### src/rtl/seq_mul_ls_param.sv
// seq_mul_ls_param
// Sequential shift-and-add multiplier, WIDTH x WIDTH -> 2*WIDTH bits, for
// unsigned or two's-complement operands. Each enabled cycle adds one shifted
// partial product. Signed operands are multiplied as magnitudes, and the
// result is negated in a final fix-up cycle.
//
// Ports:
//   clk          system clock, rising edge
//   rst_n        asynchronous active-low reset
//   ce           clock enable; when low, every register holds
//   start        request, accepted only when ce=1 and the block is idle
//   signed_mode  1 = two's-complement operands, latched on an accepted start
//   a, b         multiplicand and multiplier, latched on an accepted start
//   product      2*WIDTH-bit result, held until the next accepted start
//   busy         high from the accepted start until the result is written
//   done         high for one enabled cycle when product becomes valid
module seq_mul_ls_param #(
  parameter int WIDTH = 6
) (
  input  logic                 clk,
  input  logic                 rst_n,
  input  logic                 ce,
  input  logic                 start,
  input  logic                 signed_mode,
  input  logic [WIDTH-1:0]     a,
  input  logic [WIDTH-1:0]     b,
  output logic [2*WIDTH-1:0]   product,
  output logic                 busy,
  output logic                 done
);

  localparam int CW = (WIDTH > 2) ? $clog2(WIDTH) : 1;
  localparam logic [CW-1:0]      LAST  = CW'(WIDTH - 1);
  localparam logic [CW-1:0]      ONE_C = CW'(1);
  localparam logic [WIDTH-1:0]   ONE_W = WIDTH'(1);
  localparam logic [2*WIDTH-1:0] ONE_P = (2*WIDTH)'(1);

  typedef enum logic [1:0] {IDLE, RUN, FIX} state_t;

  state_t              state, state_nxt;
  logic [WIDTH-1:0]    ma, mb;
  logic                neg;
  logic [2*WIDTH-1:0]  acc;
  logic [CW-1:0]       cnt;

  // |v| as an unsigned WIDTH-bit value; -2^(WIDTH-1) maps to 2^(WIDTH-1).
  function automatic logic [WIDTH-1:0] magnitude(input logic [WIDTH-1:0] v);
    return v[WIDTH-1] ? (~v + ONE_W) : v;
  endfunction

  // Two's-complement negate; zero stays zero, so there is no negative zero.
  function automatic logic [2*WIDTH-1:0] negate(input logic [2*WIDTH-1:0] v);
    return ~v + ONE_P;
  endfunction

  always_ff @(posedge clk or negedge rst_n) begin
    if (!rst_n) state <= IDLE;
    else        state <= state_nxt;
  end

  always_comb begin
    state_nxt = state;
    if (ce) begin
      case (state)
        IDLE:    if (start) state_nxt = RUN;
        RUN:     if (cnt == LAST) state_nxt = FIX;
        FIX:     state_nxt = IDLE;
        default: state_nxt = IDLE;
      endcase
    end
  end

  always_ff @(posedge clk or negedge rst_n) begin
    if (!rst_n) begin
      ma      <= '0;
      mb      <= '0;
      neg     <= 1'b0;
      acc     <= '0;
      cnt     <= '0;
      product <= '0;
      busy    <= 1'b0;
      done    <= 1'b0;
    end else if (ce) begin
      case (state)
        IDLE: begin
          done <= 1'b0;
          if (start) begin
            if (signed_mode) begin
              ma  <= magnitude(a);
              mb  <= magnitude(b);
              neg <= a[WIDTH-1] ^ b[WIDTH-1];
            end else begin
              ma  <= a;
              mb  <= b;
              neg <= 1'b0;
            end
            acc  <= '0;
            cnt  <= '0;
            busy <= 1'b1;
          end
        end
        RUN: begin
          if (mb[cnt]) acc <= acc + ({{WIDTH{1'b0}}, ma} << cnt);
          // Hold at the last index so the counter never wraps.
          if (cnt != LAST) cnt <= cnt + ONE_C;
        end
        FIX: begin
          product <= neg ? negate(acc) : acc;
          busy    <= 1'b0;
          done    <= 1'b1;
        end
        default: ;
      endcase
    end
  end

endmodule

### config.mk
export PLATFORM = sky130hd
export DESIGN_NAME = seq_mul_ls_param
export DESIGN_NICKNAME = d
export VERILOG_FILES = /design/src/rtl/seq_mul_ls_param.sv
export SDC_FILE = /design/constraint.sdc
export NUM_CORES = 1
export LEC_CHECK = 0
export BUFFER_PORTS_ARGS = -buffer_cell sky130_fd_sc_hd__buf_2
export CAP_MARGIN = 20
export CORE_MARGIN = 1.5
export CORE_UTILIZATION = 59
export DETAILED_ROUTE_END_ITERATION = 8
export PLACE_DENSITY = 0.81
export SLEW_MARGIN = 10
export SYNTH_ARGS = -nofsm -noshare
export SYNTH_HDL_FRONTEND = slang
export SYNTH_SLANG_ARGS = --single-unit
### constraint.sdc
create_clock -name clk -period 3.9 [get_ports clk]
set_input_delay 0.39 -clock clk [delete_from_list [all_inputs] [get_ports clk]]
set_output_delay 0.39 -clock clk [all_outputs]
set_load 0.02 [all_outputs]
==> impl_metrics.tcl, run 1 <==
set metrics [dict create \
    hpwl_um 4310 \
    yosysSeqAreaShare 0.381 \
    worst-path-buf-inv 0 \
    root_buffer "clkbuf_8" \
    die-area_mm2 0.00532 \
    finalWorstSetupSlack_ns 0.792 \
    reg2reg_depth 9 \
    cp_top_family "compound AO/OA/AOI/OAI gates" \
    grt-ovfl-total 0 \
    netlist_instances 318 \
    cts_buffers 5 \
    cp_slowest_cell "dfrtp_1" \
    synthXorXnorAreaFrac 0.0759 \
    synth_top_family_by_area "compound AO/OA/AOI/OAI gates" \
    reg2reg_from "cnt[0]$_DFFE_PN0P_" \
    regArea_mm2 0.00110 \
    holdBufCountCts 0 \
    synth_mux_area_frac 0.0585 \
    cap_violations 0 \
    rsz0062_at_grt "no" \
    synth_cell_types 54 \
    multi_input_area_mm2 0.00166 \
    antenna_found_initial 0 \
    start_util 0.611 \
    grt_max_degree 45 \
    final_cell_mix "dfrtp_1 (44), nand2_1 (37), buf_2 (30)" \
    cpPeakStageDelay_ns 0.72 \
    layout_commonest_cell "dfrtp_1" \
    vias 2320 \
    synthFlopType "dfrtp_1" \
    via_per_inst 5.67 \
    syn_area_mm2 0.00289 \
    setup_violations 0 \
    hp-class "input port to async pin" \
    grt_pass1_wl_um 9630 \
    dieWidth_um 72.9 \
    ant_nets 0 \
    cp.depth 9 \
    synth_fa_ha_area_frac 0.0763 \
    cts.sinks 44 \
    hold_viol 0 \
    critPathMostFrequentCell "nor3_1" \
    reg2reg_to "acc[8]$_DFFE_PN0P_" \
    peakVddDrop_mv 0.367 \
    drt_pass1_iterations 4 \
    path_cells "nand2b_1 > nor3_1 > ha_1 > fa_1 > a21oi_1 > o21ai_1 > a2111oi_0 > nor3_1 > a221o_1" \
    gp_congestion 0.940 \
    p_leak_nw 1.46 \
    crit_end "acc[8]$_DFFE_PN0P_" \
    avgSynthCellArea_um2 9.08 \
    max_freq_ghz 0.322 \
    cts_setup_buffers 0 \
    synth-simple-area-share 0.173 \
    coreArea_mm2 0.00472 \
    drc 0 \
    reg2reg_slack_ns 0.79 \
    grt_pass1_vias 2206 \
    ys_ff_latch 44 \
    start_kind "flip-flop" \
    dieHeight_um 72.9 \
    cts_tree "built" \
    clk_pin_slew_ns 0.08 \
    clk_latency_ns 0.30 \
    dpl_worst_slack_ns 0.850 \
    grtUsageTotal 0.235 \
    path_class "flip-flop to flip-flop" \
    p_per_area_mw_per_mm2 812 \
    htree_levels 2 \
    fin_total_pwr_mw 2.58 \
    synth-edff-count 0 \
    nets 375 \
    synth-compound-area-share 0.192 \
    endpoint_kind "flip-flop" \
    cp.arrival_ns 3.29 \
    cts_max_path_buffers 2 \
    worst_clock_skew_ns 0.00435 \
    status "finished, final reports clean" \
    rows 25 \
    pin_count 31 \
    cp.required_ns 4.09 \
    post_cts_resized 0 \
    drt_iter0_markers 141 \
    crit_path_max_fanout 17 \
    synth_nets 352 \
    ys_warn_count 0 \
    syn_to_final_growth_pct 9.93 \
    async_reset_ff_frac 1.00 \
    antenna_cells 0 \
    hold_slack_ns 0.223 \
    setup_tns_ns 0 \
    startpoint "cnt[0]$_DFFE_PN0P_" \
    max_slew_margin 0.373 \
    drive_above_1_share 0.149 \
    fin_crit_sh 0.797 \
    final_util 0.672 \
    io_buffers 30 \
    wl_per_cell_um 13.9 \
    nFillCells 387 \
    slew_violations 0 \
    fin_crit_ns 3.11 \
    finalWirelength_um 5690 \
    worstMarginPinSlew_ns 0.941 \
]
## power by group
part	switching [mW]	total, mW	internal, mW
logic	0.777	1.37	0.592
clock network	0.161	0.370	0.209
registers	0.214	0.837	0.622
total	1.15	2.58	1.42
## state kept, by name, indices dropped and copies added (netlist names)
name	cells
product	12
ma	6
acc	12
state	2
mb	6
busy	1
neg	1
done	1
cnt	3
## worst min path at each step
stage / startpoint / to / slack, ns
global route: rst_n / product[2]$_DFFE_PN0P_ / 0.32
global placement: product[4]$_DFFE_PN0P_ / product[4]$_DFFE_PN0P_ / 0.46
detailed placement: product[7]$_DFFE_PN0P_ / product[7]$_DFFE_PN0P_ / 0.46
CTS: rst_n / done$_DFFE_PN0P_ / 0.26
floorplan: rst_n / acc[0]$_DFFE_PN0P_ / 0.09
finish: rst_n / done$_DFFE_PN0P_ / 0.22
## cell families (layout without fill, tap and decap cells)
| family | Yosys count | count (layout) |
|---|---|---|
| buffers and inverters | 29 | 53 |
| muxes | 15 | 15 |
| adders and majority gates | 17 | 17 |
| DFF | 44 | 44 |
| and+or+nand+nor | 104 | 104 |
| xor gates and xnor gates | 25 | 25 |
| AOI/OAI and AO/OA | 84 | 84 |
## cells in the mapped netlist, types with 3 or more instances
master / instances / area [µm²]
o31ai_1: 10 / 75.1
nand2_1: 37 / 139
xnor2_1: 11 / 96.3
mux2i_1: 9 / 90.1
o21bai_1: 3 / 22.5
o21ai_0: 23 / 115
o21ai_1: 6 / 30.0
nand3_1: 14 / 70.1
nor3_1: 6 / 30.0
clkbuf_1: 7 / 26.3
mux2_2: 5 / 56.3
nand2b_1: 6 / 37.5
o22ai_1: 3 / 18.8
and3_1: 3 / 18.8
ha_1: 16 / 200
xor2_1: 14 / 123
inv_1: 15 / 56.3
a21oi_1: 17 / 85.1
buf_2: 4 / 20.0
nor2_1: 22 / 82.6
dfrtp_1: 44 / 1100
a21o_1: 3 / 22.5
## final cells by class
type | count | share of cell area
tap | 67 | 0.0264
sequential | 44 | 0.347
timing repair buffer | 30 | 0.0473
multi-input combinational | 245 | 0.523
clock buffer | 6 | 0.0260
clock inverter | 2 | 0.0122
inverter | 15 | 0.0177
## per-layer routing
layer | vias to the layer above | global-route usage | routed length [µm]
li1 | 1180 | - | -
met1 | 1054 | 0.286 | 2470
met2 | 68 | 0.405 | 2790
met3 | 18 | 0.0442 | 252
met4 | 0 | 0.101 | 168
met5 | - | 0 | 0
## worst register-to-register path, cell delays in order, from the launching register on
cell	delay, ns
dfrtp_1	0.72
nand2b_1	0.22
nor3_1	0.06
ha_1	0.23
fa_1	0.42
a21oi_1	0.22
o21ai_1	0.13
a2111oi_0	0.57
nor3_1	0.12
a221o_1	0.32
## metrics by stage
step | cells | area (µm²)
detailed placement | 401 | 3050
CTS | 409 | 3170
floorplan | 318 | 2890
finish | 409 | 3170
global route | 409 | 3170
global placement | 401 | 3050
No activity file was read; power rests on OpenSTA's default activity.
==> run 2: changes to the inputs <==
Settings changed: ABC_AREA from default to 1, CORE_UTILIZATION 59 to 60, PLACE_DENSITY 0.81 to 0.82.
Clock period 3.9 ns to 3.2 ns, I/O delays scaled along.
==> run 2 against run 1 <==
Effect of this change:
- maximum frequency rose by 15%
- sequential share of layout area fell by 2.6 points
- largest cell class unchanged
- critical endpoint is now acc[11]$_DFFE_PN0P_
- flip-flop and latch count did not move
==> impl_metrics.tcl, run 2 <==
set metrics [dict create \
    grt_max_degree 45 \
    netlist_instances 446 \
    cts_max_path_buffers 2 \
    yosysSeqAreaShare 0.349 \
    cts.sinks 44 \
    gp_congestion 0.941 \
    dieHeight_um 75.5 \
    ys_ff_latch 44 \
    drt_iter0_markers 190 \
    cap_violations 0 \
    wl_per_cell_um 13.3 \
    fin_crit_sh 0.841 \
    synth-edff-count 0 \
    endpoint_kind "flip-flop" \
    vias 2961 \
    cts_buffers 5 \
    syn_area_mm2 0.00316 \
    rsz0062_at_grt "no" \
    stdcell_area_mm2 0.00343 \
    max_slew_margin 0.346 \
    path_cells "mux2i_1 > nand2_1 > o21ai_0 > mux2i_1 > ha_1 > nand2_1 > nor2_1 > nand2_1 > a21oi_1 > o21ai_0 > nand3_1 > nand2_1" \
    cpPeakStageDelay_ns 0.68 \
    placed_area_mm2 0.00332 \
    slew_violations 0 \
    layout_commonest_cell "nand2_1" \
    drive_above_1_share 0.120 \
    clk_pin_slew_ns 0.08 \
    pin_count 31 \
    antenna_found_initial 0 \
    ys_warn_count 0 \
    final_cells 544 \
    via_per_inst 5.44 \
    start_kind "flip-flop" \
    post_cts_resized 0 \
    critPathMostFrequentCell "nand2_1" \
    coreArea_mm2 0.00507 \
    grt-ovfl-total 0 \
    max_freq_ghz 0.372 \
    fin_total_pwr_mw 3.44 \
    worstMarginPinSlew_ns 0.980 \
    status "finished, final reports clean" \
    p_leak_nw 1.85 \
    crit_path_max_fanout 18 \
    grt_pass1_wl_um 11700 \
    setup_violations 0 \
    worst_clock_skew_ns 0.0110 \
    finalWirelength_um 7230 \
    rows 26 \
    p_per_area_mw_per_mm2 1000 \
    drt_pass1_iterations 5 \
    synth.most_common_cell "nand2_1" \
    worst-path-buf-inv 0 \
    final_cell_mix "nand2_1 (130), inv_1 (58), dfrtp_1 (44)" \
    drc 0 \
    clk_latency_ns 0.30 \
    cts_setup_buffers 0 \
    path_class "flip-flop to flip-flop" \
    placed_cells 536 \
    io_buffers 30 \
    cp.required_ns 3.39 \
    synth.area.top_cells "dfrtp_1 (35%), nand2_1 (15%), inv_1 (6.9%)" \
    cts_tree "built" \
    peakVddDrop_mv 0.452 \
    grtUsageTotal 0.270 \
    setup_tns_ns 0 \
    synth_nets 480 \
    async_reset_ff_frac 1.00 \
    cp_slowest_cell "dfrtp_1" \
    root_buffer "clkbuf_8" \
    synth_top_area_frac 0.349 \
    grt_pass1_vias 2603 \
    cp_top_family "flip-flops" \
    fin_crit_ns 2.69 \
    biggestRegsByFlops "acc: 12 flops, product: 12 flops" \
    holdBufCountCts 0 \
    antenna_cells 0 \
    dpl_worst_slack_ns 0.572 \
    syn_to_final_growth_pct 8.56 \
    synth_top_area_cell "dfrtp_1" \
    cp.arrival_ns 2.88 \
    synthFlopType "dfrtp_1" \
    synth_cell_types 35 \
    ant_nets 0 \
    start_util 0.622 \
    finalWorstSetupSlack_ns 0.509 \
    hold_viol 0 \
    hpwl_um 5550 \
    yosys-top-cells-count "nand2_1 (130), inv_1 (58), dfrtp_1 (44)" \
    avgSynthCellArea_um2 7.08 \
    htree_levels 2 \
    dieWidth_um 75.5 \
    hp-class "input port to async pin" \
    die-area_mm2 0.00571 \
    nets 507 \
]
-- run 2: cell families (layout without fill, tap and decap cells) --
group	after synthesis	after routing	share of synthesized area
AO/OA/AOI/OAI	79	79	0.137
XOR/XNOR	13	13	0.0361
adder cells (fa/ha/maj)	17	17	0.0698
buffers and inverters	71	99	0.0963
flip-flops	44	44	0.349
multiplexers	2	2	0.00634
AND/OR/NAND/NOR	220	220	0.306
-- run 2: metal layers --
metal / wire length [µm] / GRT usage / share of wire
met1: 3480 / 0.385 / 0.48
met5: 0 / 0 / 0
met4: 93 / 0.0754 / 0.013
met2: 3250 / 0.414 / 0.45
met3: 406 / 0.0595 / 0.056
-- run 2: path summary, 6_finish.rpt --
check                                   startpoint                 endpoint  slack, ns  depth (start not counted)
hold reg to reg            product[10]$_DFFE_PN0P_  product[10]$_DFFE_PN0P_       0.49                          2
min in group clk                                ce     state[0]$_DFFE_PN0P_       0.23                          2
setup / recovery                cnt[0]$_DFFE_PN0P_      acc[11]$_DFFE_PN0P_       0.51                         12
max in group asynchronous                    rst_n       acc[9]$_DFFE_PN0P_       2.41                          1
setup reg to reg                cnt[0]$_DFFE_PN0P_      acc[11]$_DFFE_PN0P_       0.51                         12
hold / removal                               rst_n       acc[1]$_DFFE_PN0P_       0.18                          1
-- run 2: layout make-up --
cell class,count,area (µm²)
inverters,61,229
fillers,446,1650
clock buffers,6,72.6
flip-flops and latches,44,1100
well taps,70,87.6
multi-input cells,331,1750
repair buffers,30,150
clock inverters,2,35.0
-- run 2: stage by stage --
stage | util | hold slack [ns]
after floorplan | - | 0.0244
after global placement | 0.654 | 0.459
after detailed placement | 0.654 | 0.460
after CTS | 0.675 | 0.221
after global routing | 0.675 | 0.258
final | 0.675 | 0.184
-- run 2: where the power goes --
part	internal (mW)	switching, mW	leakage [nW]
Sequential	0.788	0.257	0.554
Clock	0.232	0.190	0.0552
Combinational	0.693	1.28	1.24
